===== src/rtl/divider_pkg.sv =====
// Shared definitions for the sequential arithmetic blocks: FSM state encoding
// and the iteration-counter sizing rule.
package divider_pkg;

  typedef enum logic [2:0] {
    S_IDLE = 3'd0,
    S_CALC = 3'd1,
    S_FIX  = 3'd2,
    S_ZERO = 3'd3,
    S_DONE = 3'd4
  } state_t;

  // A one-bit operand still needs a one-bit counter.
  function automatic int count_bits(input int w);
    return (w > 1) ? $clog2(w) : 1;
  endfunction

endpackage


===== src/rtl/divider_step.sv =====
// One restoring-division step: shift the next dividend bit into the partial
// remainder and keep the trial difference when it does not go negative.
module div_step #(
  parameter int WIDTH = 8
) (
  input  logic [WIDTH-1:0] rem_in,
  input  logic             bit_in,
  input  logic [WIDTH-1:0] divisor,
  output logic [WIDTH-1:0] rem_out,
  output logic             q_bit
);

  logic [WIDTH:0]   shifted;
  logic [WIDTH+1:0] diff;
  logic             no_fit;

  assign shifted = {rem_in, bit_in};
  assign diff    = {1'b0, shifted} - {2'b00, divisor};

  // A kept difference is always below the divisor, so any set bit above the
  // operand width means the trial subtraction failed.
  assign no_fit  = diff[WIDTH+1] | diff[WIDTH];
  assign q_bit   = ~no_fit;
  assign rem_out = no_fit ? shifted[WIDTH-1:0] : diff[WIDTH-1:0];

endmodule


===== src/rtl/divider.sv =====
// Iterative restoring divider, signed or unsigned per operation, one quotient
// bit per clock with a start/done handshake.
module divider
  import divider_pkg::*;
#(
  parameter int WIDTH = 8
) (
  input  logic             clk,
  input  logic             rst_n,
  input  logic             start,
  input  logic             sign,
  input  logic [WIDTH-1:0] a,
  input  logic [WIDTH-1:0] b,
  output logic             busy,
  output logic             done,
  output logic [WIDTH-1:0] quot,
  output logic [WIDTH-1:0] rem,
  output logic             div_zero
);

  localparam int CW = count_bits(WIDTH);

  state_t           state;
  logic [CW-1:0]    count;
  logic [WIDTH-1:0] dvd;
  logic [WIDTH-1:0] pr;
  logic [WIDTH-1:0] dvs;
  logic             neg_q;
  logic             neg_r;

  logic [WIDTH-1:0] a_mag;
  logic [WIDTH-1:0] b_mag;
  logic [WIDTH-1:0] step_rem;
  logic             step_q;

  // Magnitudes are taken modulo 2^WIDTH, so the most negative value maps to
  // itself and still divides correctly as an unsigned pattern.
  assign a_mag = (sign && a[WIDTH-1]) ? -a : a;
  assign b_mag = (sign && b[WIDTH-1]) ? -b : b;

  div_step #(.WIDTH(WIDTH)) u_step (
    .rem_in  (pr),
    .bit_in  (dvd[WIDTH-1]),
    .divisor (dvs),
    .rem_out (step_rem),
    .q_bit   (step_q)
  );

  // busy stays high through the done cycle, so a start presented alongside
  // done is ignored and the next one is taken on the following cycle.
  always_ff @(posedge clk or negedge rst_n) begin
    if (!rst_n) begin
      state    <= S_IDLE;
      count    <= '0;
      dvd      <= '0;
      pr       <= '0;
      dvs      <= '0;
      neg_q    <= 1'b0;
      neg_r    <= 1'b0;
      busy     <= 1'b0;
      done     <= 1'b0;
      quot     <= '0;
      rem      <= '0;
      div_zero <= 1'b0;
    end else begin
      done <= 1'b0;
      case (state)
        S_IDLE: begin
          if (busy) begin
            busy <= 1'b0;
          end else if (start) begin
            busy  <= 1'b1;
            neg_q <= sign & (a[WIDTH-1] ^ b[WIDTH-1]);
            neg_r <= sign & a[WIDTH-1];
            pr    <= '0;
            dvs   <= b_mag;
            count <= CW'(WIDTH - 1);
            if (b == '0) begin
              dvd   <= a;
              state <= S_ZERO;
            end else begin
              dvd      <= a_mag;
              div_zero <= 1'b0;
              state    <= S_CALC;
            end
          end
        end
        // Quotient bits shift in from the bottom as dividend bits leave the top.
        S_CALC: begin
          dvd <= {dvd[WIDTH-2:0], step_q};
          pr  <= step_rem;
          if (count == '0) begin
            state <= S_FIX;
          end else begin
            count <= count - CW'(1);
          end
        end
        S_FIX: begin
          quot  <= neg_q ? -dvd : dvd;
          rem   <= neg_r ? -pr : pr;
          state <= S_DONE;
        end
        S_ZERO: begin
          quot     <= '1;
          rem      <= dvd;
          div_zero <= 1'b1;
          state    <= S_DONE;
        end
        S_DONE: begin
          done  <= 1'b1;
          state <= S_IDLE;
        end
        default: state <= S_IDLE;
      endcase
    end
  end

endmodule


===== config.mk =====
export PLATFORM = sky130hd
export DESIGN_NAME = divider
export DESIGN_NICKNAME = d
export VERILOG_FILES = /design/src/rtl/divider_pkg.sv /design/src/rtl/divider_step.sv /design/src/rtl/divider.sv
export SDC_FILE = /design/constraint.sdc
export NUM_CORES = 1
export LEC_CHECK = 0
export ABC_AREA = 1
export BUFFER_PORTS_ARGS = -buffer_cell sky130_fd_sc_hd__buf_2
export CAP_MARGIN = 20
export CORE_UTILIZATION = 34
export CTS_CLUSTER_DIAMETER = 80
export DETAILED_ROUTE_END_ITERATION = 10
export PLACE_DENSITY_LB_ADDON = 0.15
export SLEW_MARGIN = 15
export SYNTH_ARGS = -nofsm -noshare
export SYNTH_HDL_FRONTEND = slang
export SYNTH_HIERARCHICAL = 1
export SYNTH_SLANG_ARGS = --single-unit

===== constraint.sdc =====
create_clock -name clk -period 2 [get_ports clk]
set_input_delay 0.3 -clock clk [delete_from_list [all_inputs] [get_ports clk]]
set_output_delay 0.3 -clock clk [all_outputs]
set_load 0.01 [all_outputs]

==> impl_metrics.csv <==
group,metric,value,unit
worst_setup_path,cp-start-kind,"flop",
routing,vias_per_cell,4.76,
routing,drc,0,
clocking,clockBufferDepth,2,
power_and_ir_drop,power,6.46,mW
routing,first_pass_iters,4,
sta,drv_slew,0,
clocking,cts_made_buffers,5,
placement,dp_hpwl,6.82,mm
worst_setup_path,cp-end-kind,"flop",
synthesis,async_reset_ff_share,100,%
synthesis,yosys.area.top_type,"dfrtp_1",
sta,worst_pin_slew,0.657,ns
finish,synthToLayoutAreaGrowth,17.4,%
floorplanning,die_h,104,um
sta,worst_clock_skew,0.0102,ns
routing,first_iter_violations,121,
min_path,hp-class,"input port to async pin",
worst_setup_path,worst_ep_required_time,2.19,ns
power_and_ir_drop,pwr_density_cell,1570,nW/um2
synthesis,synthesis.nets,531,
grt,antenna_found_initial,0,
finish,finalNonFillerCells,686,
finish,ff_latch_area,1280,um2
sta,fmaxAchievable,529,MHz
clocking,clk_pin_slew_worst_paths,0.10,ns
flow_run,maxCapViolCount,0,
routing,drt.antenna.violating_nets,0,
floorplanning,ios,39,
floorplanning,dieArea,10700,um2
grt,grt_usage,17.1,%
placement,place.port_buffers,38,
sta,final-setup-viol-count,0,
grt,grt_pass1_vias,3077,
synthesis,ys_warn_count,6,
worst_setup_path,worstPathArrival,2.08,ns
sta,timing.hold.ws,0.0959,ns
sta,fin_crit,1.89,ns
finish,final_util,41.7,%
clocking,cts_tree,"built",
floorplanning,start_util,35.6,%
sta,relSlewSlack,56.2,%
routing,drt_wl_total,8.89,mm
routing,num_vias,3264,
routing,wl_per_cell,13.0,um
synthesis,yosysMostFrequentCell,"nand2_1",
synthesis,synthTopCellsByCount,"151 x nand2_1, 76 x inv_1, 51 x dfrtp_1, 50 x nand3_1, 29 x nor2_1",
placement,gp_congestion,0.788,
worst_setup_path,crit_fanout,5,
finish,fill_cells,1072,
power_and_ir_drop,static-leakage-power,2.22,nW
floorplanning,core,9860,um2
worst_setup_path,worstSetupPathType,"flop to flop",
grt,grt_overflow,0,
sta,hold_viol_final,0,
grt,grt_pass1_wl,15.0,mm
synthesis,synth_top_area_share,36.4,%
synthesis,ys_seq_area_share,36.4,%
synthesis,syn_area,3510,um2
floorplanning,die_w,104,um
sta,min_period_over_period,94.4,%
floorplanning,rows,36,
clocking,cts.sinks,51,
clocking,clk_latency,0.31,ns
power_and_ir_drop,peakVddDrop,580,uV
finish,layout-drive-gt1-share,19.5,%
finish,nNetsFinal,587,
clocking,cts_root_buffer,"clkbuf_8",
synthesis,ys_seq_elements,51,
synthesis,synthCells,496,
synthesis,yosys_most_used_dff,"dfrtp_1",
synthesis,postSynthAreaPerCell,7.07,um2
finish,antenna_cells,0,
status,status,"finished, final reports clean",
grt,grt_max_degree,52,
clocking,htree_levels,2,
finish,multi_input_area,1930,um2
placement,dp.cells,674,
synthesis,netlist_top_cells_area,"dfrtp_1 36%, nand2_1 16%, inv_1 8.1%",
synthesis,ys_types,37,
synthesis,synth_edf_count,0,
-- critical path, cell delays in order, from the launching register on --
cell and delay [ns]:
dfrtp_1 0.41, ha_1 0.38, nand2_1 0.10, nand2_1 0.07, a21oi_2 0.25, nand3_4 0.17
nand3_4 0.12, inv_1 0.06, o22ai_1 0.15, a21oi_1 0.06
-- power breakdown --
group	leakage (nW)	switching, mW	internal [mW]
Combinational	1.55	2.48	1.48
Clock	0.0484	0.359	0.285
Sequential	0.628	0.384	1.47
-- per-layer routing --
layer  GRT usage (%)  share of wire, %
met1            24.9                52
met2            27.2                44
met3            2.20               3.2
met4            3.11              0.57
met5               0                 0
-- layout make-up --
cell class                 instances  share of cell area, %
clock buffer                       7                   2.10
clock inverter                     1                  0.213
inverter                          84                   7.72
multi-input combinational        354                   46.9
sequential                        51                   31.0
tap                              133                   4.04
timing repair buffer              56                   7.99
-- logic make-up (layout without fill, tap and decap cells) --
group	after synthesis	count (layout)	share of synthesized area, %
AND/OR/NAND/NOR	262	264	33.9
buffers and inverters	93	148	10.6
adder cells (fa/ha/maj)	15	15	5.57
AO/OA/AOI/OAI	68	68	11.8
flip-flops	51	51	36.4
XOR/XNOR	7	7	1.75
-- layout by cell type (no fill, tap or decap), types with 12 or more instances in the layout --
| master | count |
|---|---|
| ha_1 | 12 |
| nand2_1 | 149 |
| buf_2 | 38 |
| nor2_1 | 29 |
| buf_4 | 17 |
| inv_1 | 76 |
| dfrtp_1 | 51 |
| a21oi_1 | 19 |
| o21ai_0 | 25 |
| nand3_1 | 49 |
-- through the flow --
step	setup TNS (ns)	worst slack (ns)	instance area, um2
floorplan	0	0.0856	3510
global placement	0	0.100	3930
detailed placement	0	0.0457	3930
CTS	0	0.0266	4030
global route	-0.0149	-0.00905	4120
finish	0	0.111	4120
-- worst paths after layout --
| check | startpoint | endpoint | slack [ns] | depth (start not counted) |
|---|---|---|---|---|
| worst max-delay path | pr[5] | dvd[0] | 0.11 | 9 |
| worst min-delay path | rst_n | quot[3] | 0.1 | 2 |
| worst max register to register | pr[5] | dvd[0] | 0.11 | 9 |
| worst min register to register | dvd[1] | dvd[1] | 0.49 | 2 |
| max in group asynchronous | rst_n | dvd[7] | 1.46 | 2 |
| min in group clk | b[1] | dvs[1] | 0.26 | 3 |
-- what timing repair did --
| action | 4_1_cts | 5_1_grt |
|---|---|---|
| endpoints found under the setup margin | 0 | 9 |
| hold buffers | 0 | 0 |
| buffers inserted | 0 | 2 |
| resized for setup | 0 | 11 |
| hold endpoints to repair | 0 | 0 |
-- registers in the layout (all words and copies together) (netlist names) --
register and cells:
neg_r 1, busy 1, dvd 8, div_zero 1, rem 8, done 1
dvs 8, count 3, neg_q 1, state 3, pr 8, quot 8
Note: power is estimated with default switching activity, not from simulation.
